<file path="src/rtl/fetch_pkg.sv">
// Shared definitions for the instruction-fetch front end: opcodes, field
// positions, the fetch state encoding and the halt marker word.
package fetch_pkg;

  localparam logic [5:0] OP_ADDU  = 6'd1;
  localparam logic [5:0] OP_BEQ   = 6'd2;
  localparam logic [5:0] OP_LW    = 6'd3;
  localparam logic [5:0] OP_MUL   = 6'd4;
  localparam logic [5:0] OP_ADDIU = 6'd5;
  localparam logic [5:0] OP_J     = 6'd7;

  localparam int OP_MSB  = 31;
  localparam int OP_LSB  = 26;
  localparam int RS_MSB  = 25;
  localparam int RS_LSB  = 21;
  localparam int RT_MSB  = 20;
  localparam int RT_LSB  = 16;
  localparam int RD_MSB  = 15;
  localparam int RD_LSB  = 11;
  localparam int IMM_MSB = 15;
  localparam int IMM_LSB = 0;

  localparam logic [31:0] HALT_WORD = 32'h0000_0000;

  typedef enum logic [1:0] {
    IDLE = 2'd0,
    RUN  = 2'd1,
    HALT = 2'd2
  } state_t;

  function automatic logic [5:0] opcode(input logic [31:0] word);
    return word[OP_MSB:OP_LSB];
  endfunction

endpackage

</file>
<file path="src/rtl/fetch_fifo.sv">
// Small circular prefetch queue with wrap-around pointers and an occupancy
// count; flush empties it in one cycle, push+pop on a full queue is legal.
module fetch_fifo #(
  parameter int DEPTH = 2,
  parameter int WIDTH = 37
) (
  input  logic                           clock,
  input  logic                           reset_n,
  input  logic                           push,
  input  logic                           pop,
  input  logic                           flush,
  input  logic [WIDTH-1:0]               push_data,
  output logic [WIDTH-1:0]               head_data,
  output logic                           full,
  output logic                           empty,
  output logic [$clog2(DEPTH+1)-1:0]     count
);

  localparam int PTR_W = (DEPTH > 1) ? $clog2(DEPTH) : 1;
  localparam int CNT_W = $clog2(DEPTH+1);

  logic [WIDTH-1:0] mem [DEPTH];
  logic [PTR_W-1:0] rd_ptr;
  logic [PTR_W-1:0] wr_ptr;

  function automatic logic [PTR_W-1:0] next_ptr(input logic [PTR_W-1:0] ptr);
    return (ptr == PTR_W'(DEPTH-1)) ? '0 : ptr + 1'b1;
  endfunction

  always_ff @(posedge clock or negedge reset_n) begin
    if (!reset_n) begin
      rd_ptr <= '0;
      wr_ptr <= '0;
      count  <= '0;
    end else if (flush) begin
      rd_ptr <= '0;
      wr_ptr <= '0;
      count  <= '0;
    end else begin
      if (push) wr_ptr <= next_ptr(wr_ptr);
      if (pop)  rd_ptr <= next_ptr(rd_ptr);
      case ({push, pop})
        2'b10:   count <= count + 1'b1;
        2'b01:   count <= count - 1'b1;
        default: count <= count;
      endcase
    end
  end

  // Storage needs no reset; the count alone decides what is valid.
  always_ff @(posedge clock) begin
    if (push && !flush) mem[wr_ptr] <= push_data;
  end

  assign head_data = mem[rd_ptr];
  assign full      = (count == CNT_W'(DEPTH));
  assign empty     = (count == '0);

endmodule

</file>
<file path="src/rtl/fetch_unit.sv">
// Instruction-fetch front end: PC, loadable imem, 2-entry prefetch queue and
// redirect handling. Optional jump predecode under FETCH_JUMP_PREDECODE_EN.
module fetch_unit
  import fetch_pkg::*;
#(
  parameter int IMEM_DEPTH = 32,
  parameter int PC_W       = 5,
  parameter int DATA_W     = 32,
  parameter int FIFO_DEPTH = 2
) (
  input  logic              clock,
  input  logic              reset_n,
  input  logic              start,
  input  logic              load_en,
  input  logic [PC_W-1:0]   load_addr,
  input  logic [DATA_W-1:0] load_data,
  input  logic              redirect_valid,
  input  logic [PC_W-1:0]   redirect_pc,
  output logic              inst_valid,
  input  logic              inst_ready,
  output logic [DATA_W-1:0] inst_data,
  output logic [PC_W-1:0]   inst_pc,
  output logic              halted
);

  localparam int ENTRY_W = DATA_W + PC_W;
  localparam int CNT_W   = $clog2(FIFO_DEPTH+1);

  state_t              state;
  state_t              state_next;
  logic [PC_W-1:0]     pc;
  logic [PC_W-1:0]     pc_next;
  logic [DATA_W-1:0]   imem [IMEM_DEPTH];
  logic [PC_W-1:0]     fetch_addr;
  logic [DATA_W-1:0]   fetch_word;
  logic                fetch_en;
  logic                push;
  logic                pop;
  logic                flush;
  logic                slot_free;
  logic                full;
  logic                empty;
  logic [CNT_W-1:0]    count;
  logic [ENTRY_W-1:0]  head;

  // A start pulse fetches address 0 in the same cycle so the first
  // instruction is visible to decode one cycle later.
  assign fetch_addr = (state == RUN) ? pc : '0;
  assign fetch_word = imem[fetch_addr];
  assign pop        = inst_valid && inst_ready;
  assign slot_free  = !full || pop;

  always_ff @(posedge clock) begin
    if (state == IDLE && load_en) imem[load_addr] <= load_data;
  end

  always_ff @(posedge clock or negedge reset_n) begin
    if (!reset_n) begin
      state <= IDLE;
      pc    <= '0;
    end else begin
      state <= state_next;
      pc    <= pc_next;
    end
  end

  always_comb begin
    state_next = state;
    pc_next    = pc;
    fetch_en   = 1'b0;
    flush      = 1'b0;
    push       = 1'b0;
    case (state)
      IDLE: begin
        if (start) begin
          state_next = RUN;
          pc_next    = '0;
          fetch_en   = 1'b1;
        end
      end
      RUN: begin
        if (redirect_valid) begin
          flush   = 1'b1;
          pc_next = redirect_pc;
        end else begin
          fetch_en = 1'b1;
        end
      end
      HALT: begin
        if (redirect_valid) begin
          state_next = RUN;
          flush      = 1'b1;
          pc_next    = redirect_pc;
        end else if (start) begin
          state_next = RUN;
          pc_next    = '0;
          fetch_en   = 1'b1;
        end
      end
      default: state_next = IDLE;
    endcase

    if (fetch_en && slot_free) begin
      if (fetch_word == HALT_WORD) begin
        state_next = HALT;
        pc_next    = fetch_addr;
`ifdef FETCH_JUMP_PREDECODE_EN
      end else if (opcode(fetch_word) == OP_J) begin
        pc_next = fetch_word[PC_W-1:0];
`endif
      end else begin
        push    = 1'b1;
        pc_next = fetch_addr + 1'b1;
      end
    end
  end

  fetch_fifo #(
    .DEPTH (FIFO_DEPTH),
    .WIDTH (ENTRY_W)
  ) u_fifo (
    .clock     (clock),
    .reset_n   (reset_n),
    .push      (push),
    .pop       (pop),
    .flush     (flush),
    .push_data ({fetch_word, fetch_addr}),
    .head_data (head),
    .full      (full),
    .empty     (empty),
    .count     (count)
  );

  assign inst_valid = (count != '0);
  assign inst_data  = empty ? '0 : head[ENTRY_W-1:PC_W];
  assign inst_pc    = empty ? '0 : head[PC_W-1:0];
  assign halted     = (state == HALT);

endmodule

</file>
<file path="config.mk">
export PLATFORM = sky130hd
export DESIGN_NAME = fetch_unit
export DESIGN_NICKNAME = d
export VERILOG_FILES = /design/src/rtl/fetch_pkg.sv /design/src/rtl/fetch_fifo.sv /design/src/rtl/fetch_unit.sv
export SDC_FILE = /design/constraint.sdc
export NUM_CORES = 1
export LEC_CHECK = 0
export CAP_MARGIN = 10
export CORE_ASPECT_RATIO = 0.6
export CORE_UTILIZATION = 33
export DETAILED_ROUTE_END_ITERATION = 6
export PLACE_DENSITY = 0.6
export SYNTH_ARGS = -nofsm -noshare
export SYNTH_HDL_FRONTEND = slang
export SYNTH_HIERARCHICAL = 1
export SYNTH_SLANG_ARGS = --single-unit
</file>
<file path="constraint.sdc">
create_clock -name clock -period 7.45 [get_ports clock]
set_input_delay 2.235 -clock clock [delete_from_list [all_inputs] [get_ports clock]]
set_output_delay 2.235 -clock clock [all_outputs]
set_load 0.02 [all_outputs]
</file>
Word-level counts from Yosys, hierarchy flattened
Memory sizes are Yosys's and may differ from the RTL's.
Index checks and enable logic that the tools add are counted.
{"block": "totals", "reg_bits": 11, "latchBits": 0, "ramBits": 1098, "romBits": 0, "output_inout_bits": 39, "word_cells": 69, "mem_count": 2}
{"block": "op_classes", "addsub": 5, "mul": 0, "n_div": 0, "order_cmp": 0, "eq_ne": 6, "shift": 0, "mux": 34, "bitwise": 0, "reduce_logical": 17}
{"name": "imem", "words": 32, "word_bits": 32, "read_ports": 1, "rd_clocked_by_memory_dff": 0, "write_ports": 1, "line": "fetch_unit.sv:33", "rtl": "logic [DATA_W-1:0] imem [IMEM_DEPTH];"}
{"name": "u_fifo.mem", "words": 2, "word_bits": 37, "read_ports": 1, "rd_clocked_by_memory_dff": 0, "write_ports": 1, "line": "fetch_fifo.sv:22", "rtl": "logic [WIDTH-1:0] mem [DEPTH];"}
{"op": "two-way mux 5 bit", "count": 7}
{"op": "zero test 32 bit", "count": 1}
{"op": "two-way mux 32 bit", "count": 1}
{"op": "two-way mux 1 bit", "count": 17}
{"op": "one-hot mux 5 bit (3 select lines)", "count": 1}
{"op": "two-way mux 2 bit", "count": 5}
{"op": "== test 2 bit, second input constant", "count": 3}
{"op": "one-hot mux 2 bit (3 select lines)", "count": 1}
{"op": "nonzero test 2 bit", "count": 3}
{"op": "adder 5 x 1 -> 5 bit, second input constant", "count": 1}
{"op": "== test 2 x 1 -> 1 bit, second input constant", "count": 2}
{"op": "logical AND 1 bit", "count": 4}
{"op": "zero test 2 bit", "count": 2}
{"op": "one-hot mux 2 bit (2 select lines)", "count": 1}
{"op": "nonzero test 4 bit", "count": 1}
{"op": "inequality test 3 x 2 -> 1 bit, second input constant", "count": 1}
{"op": "one-hot mux 1 bit (3 select lines)", "count": 1}
{"op": "nonzero test 3 bit", "count": 1}
{"op": "adder 1 bit, second input constant", "count": 2}
{"op": "adder 2 x 1 -> 2 bit, second input constant", "count": 1}
{"op": "zero test 1 bit", "count": 2}
{"op": "AND reduction 2 bit", "count": 1}
{"op": "OR reduction 2 bit", "count": 1}
{"op": "subtractor 2 x 1 -> 2 bit, second input constant", "count": 1}
{"op": "logical OR 1 bit", "count": 1}

Depth between registers and ports, before layout
Gate-level depths: netlist (run 1).
An unclocked memory read counts as a cell.
{"block": "depth", "ltp_word": 9, "ltp_mapped": 19, "mapped_depth_nobuf": 15}

Cells and area by module
Netlist (run 1), hierarchy kept.
{"mod": "fetch_unit", "n_inst": 1, "cells_each": 2552, "area_per_inst_um2": 41776.3, "seq_area_each_um2": 30924.7}
{"mod": "fetch_fifo", "n_inst": 1, "cells_each": 136, "area_per_inst_um2": 2969.1, "seq_area_each_um2": 2322.2}

Worst setup path before layout (run 1)
OpenSTA, ideal clock, no wires.
{"block": "synth_path", "path_kind": "input to register", "start": "input inst_ready", "end": "memory u_fifo.mem[0][0], enable pin", "setup_ns": 0.485, "t_arrival_ns": 5.808, "t_required_ns": 6.965, "slack_ns": 1.157, "path_stages": 5, "n_path_buf": 0, "path_cell_list": "nand2_1 > a21oi_1 > nand2_1 > nor2b_1 > nor3b_1"}
{"block": "synth_between", "elab_chain_cells": 7}
{"element": "start, declared", "line": "fetch_unit.sv:20", "rtl": "input logic inst_ready,"}
{"element": "logical AND 1 bit", "line": "fetch_unit.sv:50", "rtl": "assign pop = inst_valid && inst_ready;"}
{"element": "logical OR 1 bit", "line": "fetch_unit.sv:51", "rtl": "assign slot_free = !full || pop;"}
{"element": "logical AND 1 bit", "line": "fetch_unit.sv:103", "rtl": "if (fetch_en && slot_free) begin"}
{"element": "two-way mux 1 bit", "line": "fetch_unit.sv:103"}
{"element": "net push", "line": "fetch_unit.sv:37", "rtl": "logic push;"}
{"element": "logical AND 1 bit", "line": "fetch_fifo.sv:52", "rtl": "if (push && !flush) mem[wr_ptr] <= push_data;"}
{"element": "two-way mux 1 bit", "line": "fetch_fifo.sv:52"}
{"element": "two-way mux 1 bit (not written as such)", "line": "fetch_fifo.sv:52"}
{"element": "end, declared", "line": "fetch_fifo.sv:22"}
The timed path passes the listed nets, and every way through them passes these cells.

Final worst setup path (run 1)
{"block": "layout_path", "start": "register state[1]", "end": "memory u_fifo.mem[1][11], enable pin"}
{"block": "layout_between", "elab_chain_cells": 9, "elab_cells_between_ends": 16, "cone_classes": "eq/ne: 2; mux: 7; reduce/logical: 6; memory: 1"}
{"element": "start, declared", "line": "fetch_unit.sv:29", "rtl": "state_t state;"}
{"element": "start signal, assigned", "line": "fetch_unit.sv:62", "rtl": "state <= state_next;"}
{"element": "== test 2 x 1 -> 1 bit", "line": "fetch_unit.sv:48, fetch_unit.sv:73"}
{"element": "two-way mux 5 bit", "line": "fetch_unit.sv:48", "rtl": "assign fetch_addr = (state == RUN) ? pc : '0;"}
{"element": "memory (32 x 32 bit)"}
{"element": "zero test 32 bit", "line": "fetch_unit.sv:104", "rtl": "if (fetch_word == HALT_WORD) begin"}
{"element": "two-way mux 1 bit", "line": "fetch_unit.sv:104"}
{"element": "two-way mux 1 bit (*)", "line": "fetch_unit.sv:103"}
{"element": "net push", "line": "fetch_unit.sv:37"}
{"element": "logical AND 1 bit (*)", "line": "fetch_fifo.sv:52"}
{"element": "two-way mux 1 bit (*)", "line": "fetch_fifo.sv:52"}
{"element": "two-way mux 1 bit (not written as such) (*)", "line": "fetch_fifo.sv:52"}
Mark *: on every way through the listed nets, which the timed path passes. The rest lies on a longest branch.

==> results of run 1 <==
[cell usage after synthesis, drive strengths merged, types with 26 or more instances]
cell type	count	area, µm²
a211oi	48	360
a21oi	131	656
a221oi	45	400
a22oi	39	293
a31oi	26	163
and2	61	382
and3	35	219
buf	109	707
clkbuf	61	229
edfxtp	1098	33000
mux2	83	1010
mux2i	236	2360
mux4	30	676
nand2	109	414
nand3	41	205
nor2	88	338
nor2b	45	282
o21ai	105	529
o221ai	33	289
[state kept, by name, summed over array words and instances (netlist names)]
| signal | flops |
|---|---|
| pc | 5 |
| u_fifo/count | 2 |
| u_fifo/mem | 74 |
| state | 2 |
| u_fifo/wr_ptr | 1 |
| u_fifo/rd_ptr | 1 |
| imem | 1024 |
[cell usage in the layout (no fill, tap or decap), types with 30 or more instances in the layout]
cell / instances
a22oi_1: 39
and2_1: 33
edfxtp_1: 1098
mux2_2: 59
a211oi_1: 48
clkdlybuf4s50_1: 86
nor2_1: 54
clkbuf_16: 99
nand2_1: 103
buf_4: 119
a221oi_1: 44
and3_1: 35
o221ai_1: 33
a21oi_1: 131
o21ai_0: 98
nand3_1: 41
mux2i_1: 236
mux4_2: 30
nor2_4: 34
nor2b_1: 44
[final cells by class]
type                            count  area, µm²  share of cell area
Multi-Input combinational cell   1390      10800               0.210
Sequential cell                  1109      33300               0.647
Tap cell                         1802       2250              0.0439
Timing Repair Buffer              211       1890              0.0367
Clock buffer                      115       2530              0.0492
Inverter                           19       72.6             0.00141
Antenna cell                        1       2.50           0.0000487
Clock inverter                     61        602              0.0117
[cells by family after synthesis]
kind of cell             count (synthesis)  synth area share
adder cells (fa/ha/maj)                  7           0.00196
multiplexers                           349            0.0905
AO/OA/AOI/OAI                          573            0.0870
buffers and inverters                  189            0.0225
XOR/XNOR                                 3          0.000587
flip-flops                            1109             0.743
AND/OR/NAND/NOR                        458            0.0544
[worst min-delay path, delay by kind of cell (launching register included)]
kind / cells / cell delay [ps]
AND/OR/NAND/NOR: 1 / 40
XOR/XNOR: 1 / 130
flip-flops: 1 / 400
[how the worst min path moves through the flow]
stage	start	end	slack [ps]	cells past startpoint
finish	u_fifo/wr_ptr	u_fifo/wr_ptr	600	2
global route	u_fifo/wr_ptr	u_fifo/wr_ptr	630	2
CTS	u_fifo/wr_ptr	u_fifo/wr_ptr	590	2
detailed placement	u_fifo/wr_ptr	u_fifo/wr_ptr	580	2
global placement	u_fifo/wr_ptr	u_fifo/wr_ptr	560	2
floorplan	u_fifo/wr_ptr	u_fifo/wr_ptr	520	2
[per-layer routing]
layer  up-vias  GRT usage  wire, µm
met5         -          0       115
met4         4     0.0369      1870
met3       138     0.0949     21500
met2      1612      0.250     52800
li1      11000          -         -
met1     13300      0.293     60500
[report_power, final]
part           switching (W)  internal [W]  total, W
Sequential          0.000168       0.00713   0.00730
Clock                0.00231       0.00281   0.00511
Combinational        0.00451       0.00225   0.00676
[per-stage QoR]
| stage | cells | setup WS, ps | total power, W |
|---|---|---|---|
| floorplan | 2688 | 1160 | 0.0113 |
| global placement | 4527 | 1630 | 0.0139 |
| detailed placement | 4528 | 1560 | 0.0139 |
| CTS | 4704 | 1530 | 0.0190 |
| global route | 4707 | 1180 | 0.0197 |
| finish | 4708 | 1130 | 0.0192 |
==> flow_metrics.py, run 1 <==
metrics = {
    "clocking": {
        "clk_latency_ps": 700,
        "post_cts_buffers": 0,
        "cts_sinks": 1109,
        "ctsHoldBuffers": 0,
        "ctsHtreeMaxLevel": 3,
        "cts-resized-gates": 0,
        "tritoncts": "built",
        "cts_buffers": 95,
        "path_clk_slew_ps": 70,
        "cts_max_path_buffers": 3,
        "clockRootBuffer": "clkbuf_16",
    },
    "global_route": {
        "antenna_found_initial": 8,
        "grt_pass1_wl_mm": 190,
        "grt_max_degree": 103,
        "grt_use_total": 0.196,
        "first_global_vias": 24000,
        "grt_overflow_total": 0,
    },
    "setup_path": {
        "r2r_setup_slack_ps": 1130,
        "cp-end-kind": "register",
        "cp_data_arrival_time_ps": 6680,
        "cp_max_fo": 37,
        "path_cells": "inv_1 > ha_4 > buf_4 > o21a_1 > o221ai_1 > or4_1 > a221oi_1 > a31oi_1 > nor4_2 > nand4_4 > nor2b_1 > and3b_2 > buf_4",
        "path_depth": 13,
        "cp.required_ps": 7800,
        "crit_path_start": "state[1]",
        "cp-endpoint": "u_fifo/mem[1][11]",
        "path_delay_family": "compound AO/OA/AOI/OAI gates",
        "startpoint_type": "register",
        "r2r-end": "u_fifo/mem[1][11]",
        "cp_slowest_cell": "a221oi_1",
        "critPathMostFrequentCell": "buf_4",
        "r2r_start": "state[1]",
        "slowest_delay_ps": 780,
        "crit_type": "register to register",
        "cp.buffers_inverters": 3,
        "ff2ff_path_depth": 13,
    },
    "timing": {
        "fin_crit_ps": 6320,
        "setup_viol": 0,
        "max_slew_margin": 0.114,
        "worst_pin_slew_ps": 1330,
        "rsz0062_at_grt": "false",
        "fin_hold_ws_ps": 600,
        "maxSlewViolCount": 0,
        "post-route-period-util": 0.849,
        "setup_tns_ps": 0,
        "fin_worst_skew_ps": 30.3,
        "hold_viol": 0,
        "fmax_mhz": 158,
    },
    "finish": {
        "nFillCells": 12300,
        "layout-drive-gt1-share": 0.156,
        "finalCoreUtilization": 0.383,
        "nets": 2881,
        "synthToLayoutAreaGrowth_pct": 14.8,
        "fin_area_um2": 51400,
    },
    "route": {
        "dr.pass1.iters": 6,
        "drcViolationCount": 0,
        "drt_iter0_drc": 3635,
        "routed_via_density": 5.55,
        "vias": 26100,
        "drt_wl_total_mm": 137,
        "avgRoutedWirePerCell_um": 29.1,
        "antenna_left": 0,
    },
    "yosys": {
        "synth-seq-cells": 1109,
        "synth_area_um2": 44700,
        "syn_nets": 2743,
        "ys_seq_area_frac": 0.743,
        "synth_cell_types": 86,
        "synth-edff-count": 1098,
        "synthArstFlopShare": 0.00992,
        "avgSynthCellArea_um2": 16.6,
        "yosys_warnings": 6,
        "synthFlopType": "edfxtp_1",
        "netlist_instances": 2688,
    },
    "power_and_ir_drop": {
        "max-vdd-ir-drop_uv": 261,
        "p_leak_nw": 16.5,
        "power_density_nw_per_um2": 373,
    },
    "floorplanning": {
        "die_h_um": 287,
        "core_um2": 134000,
        "die_x_um": 477,
        "num_rows": 104,
        "io_pins": 87,
        "dieArea_um2": 137000,
        "start_util": 0.333,
    },
    "place": {
        "numPortBuffers": 86,
        "placed_cell_area_um2": 48200,
        "hpwl_mm": 84.8,
        "place.gp.congestion": 0.905,
    },
    "hold_path": {
        "hold_class": "register to register",
    },
    "run_status": {
        "status": "finished clean",
    },
    "job": {
        "max_cap_viol_count": 0,
    },
}
Power figures use the tool's default switching activity.
==> run 2, diff against run 1 <==
==> constraint.sdc (replaced) <==
create_clock -name clock -period 6.12 [get_ports clock]
set_input_delay 1.836 -clock clock [delete_from_list [all_inputs] [get_ports clock]]
set_output_delay 1.836 -clock clock [all_outputs]
set_load 0.02 [all_outputs]
==> run 2 against run 1 <==
  * Non-clock buffer count rose by 18
  * Hold slack better by 44 ps
  * Sequential cell count unchanged
  * Clock skew is essentially flat
  * Sequential power is 23% higher
  * Highest routed layer unchanged
==> flow_metrics.py, run 2 (synthesis gave the netlist of run 1 again) <==
metrics = {
    "route": {
        "dr.pass1.iters": 6,
        "antenna_left": 0,
        "routed_via_density": 5.58,
        "drt_wl_total_mm": 135,
        "drt_iter0_drc": 3850,
        "avgRoutedWirePerCell_um": 28.6,
        "drcViolationCount": 0,
        "vias": 26400,
    },
    "timing": {
        "setup_ws_ps": 215,
        "maxSlewViolCount": 0,
        "worst_pin_slew_ps": 1290,
        "setup_tns_ps": 0,
        "post-route-period-util": 0.965,
        "setup_viol": 0,
        "max_slew_margin": 0.132,
        "fin_crit_ps": 5910,
        "fin_worst_skew_ps": 29.8,
        "fmax_mhz": 169,
        "rsz0062_at_grt": "false",
        "hold_viol": 0,
    },
    "setup_path": {
        "path_cells": "inv_1 > ha_4 > o21a_1 > o221ai_1 > or4_1 > a221oi_1 > a31oi_1 > nor4_2 > buf_4 > nand4_4 > nor2b_1 > and3b_2",
        "cp_slowest_cell": "a221oi_1",
        "crit_type": "register to register",
        "path_delay_family": "simple AND/OR/NAND/NOR gates",
        "cp.buffers_inverters": 2,
        "cp-end-kind": "register",
        "slowest_delay_ps": 690,
        "cp_data_arrival_time_ps": 6200,
        "path_depth": 12,
        "cp_max_fo": 46,
        "startpoint_type": "register",
        "cp.required_ps": 6420,
        "ff2ff_path_depth": 12,
    },
    "power_and_ir_drop": {
        "max-vdd-ir-drop_uv": 311,
        "power_density_nw_per_um2": 456,
        "p_seq_frac": 0.381,
        "switching_share": 0.364,
        "p_comb_frac": 0.355,
        "cellInternalPower_w": 0.0150,
        "power_switching_w": 0.00856,
        "p_leak_nw": 16.6,
        "p_clk_frac": 0.264,
    },
    "place": {
        "numPortBuffers": 86,
        "hpwl_mm": 82.4,
        "place.gp.congestion": 0.866,
        "post-place-ws_ps": 511,
    },
    "global_route": {
        "grt_pass1_wl_mm": 189,
        "first_global_vias": 24200,
        "grt_max_degree": 118,
        "antenna_found_initial": 5,
        "grt_use_total": 0.193,
        "grt_overflow_total": 0,
    },
    "floorplanning": {
        "num_rows": 104,
        "start_util": 0.333,
        "dieArea_um2": 137000,
        "core_um2": 134000,
        "die_h_um": 287,
        "die_x_um": 477,
        "io_pins": 87,
    },
    "run_status": {
        "status": "finished clean",
    },
    "clocking": {
        "cts_sinks": 1109,
        "clk_latency_ps": 710,
        "path_clk_slew_ps": 70,
        "cts_max_path_buffers": 3,
        "clockRootBuffer": "clkbuf_16",
        "tritoncts": "built",
        "post_cts_buffers": 0,
        "ctsHtreeMaxLevel": 3,
        "ctsHoldBuffers": 0,
        "cts-resized-gates": 0,
        "cts_buffers": 97,
    },
    "finish": {
        "final_common_cell": "edfxtp_1",
        "layout_common_cells": "1098 x edfxtp_1, 236 x mux2i_1, 131 x a21oi_1",
        "nets": 2901,
        "nFillCells": 12300,
        "top_regs": "imem: 1024 flops, u_fifo/mem: 74 flops, pc: 5 flops",
        "largest_register_ffs": 1024,
        "synthToLayoutAreaGrowth_pct": 15.4,
        "regMostFlops": "imem",
        "layout-drive-gt1-share": 0.161,
    },
    "hold_path": {
        "hold_path_depth": 2,
        "hold_class": "register to register",
    },
    "job": {
        "max_cap_viol_count": 0,
    },
}
## run 2: layout make-up
type / instances / area, µm² / share of cell area
repair buffers: 229 / 2110 / 0.0410
multi-input cells: 1390 / 10800 / 0.209
diodes: 2 / 5.00 / 0.0000970
clock inverters: 56 / 487 / 0.00943
well taps: 1802 / 2250 / 0.0437
clock buffers: 122 / 2650 / 0.0513
inverters: 19 / 72.6 / 0.00141
flip-flops and latches: 1109 / 33300 / 0.644
## run 2: path summary, 6_finish.rpt
path / start / to / slack (ps)
max in group asynchronous: reset_n / pc[0] / 3970
worst min-delay path: u_fifo/wr_ptr / u_fifo/wr_ptr / 640
worst max-delay path: state[1] / u_fifo/mem[1][25] / 210
min in group asynchronous: reset_n / pc[1] / 1590
worst max register to register: state[1] / u_fifo/mem[1][25] / 210
worst min register to register: u_fifo/wr_ptr / u_fifo/wr_ptr / 640
## run 2: worst min-delay path: stages (launching register included)
cell and delay [ps]:
dfrtp_1 430, xnor2_1 90, nor2_1 80
## run 2: power groups by stage
stage,Combinational [W],Sequential [W],Clock [W]
after floorplan,0.00490,0.00889,0
after global placement,0.00809,0.00912,0
after detailed placement,0.00810,0.00912,0
after CTS,0.00813,0.00896,0.00627
after global routing,0.00872,0.00898,0.00656
final,0.00837,0.00896,0.00622
## run 2: routing by layer
metal	wire (µm)	part of all wire	GRT usage
met4	2150	0.016	0.0359
met3	18200	0.13	0.0736
met1	62100	0.46	0.299
met2	52700	0.39	0.253
met5	28	0.00021	0
## run 2: stage by stage
stage / hold slack [ps] / instances / utilization / area, µm² / power [W]
2_1_floorplan: 535 / 2688 / - / 44800 / 0.0138
3_3_place_gp: 590 / 4544 / 0.360 / 48400 / 0.0172
3_5_place_dp: 615 / 4544 / 0.360 / 48400 / 0.0172
4_1_cts: 631 / 4722 / 0.384 / 51500 / 0.0234
5_1_grt: 669 / 4727 / 0.384 / 51600 / 0.0243
6_report: 644 / 4729 / 0.384 / 51600 / 0.0235
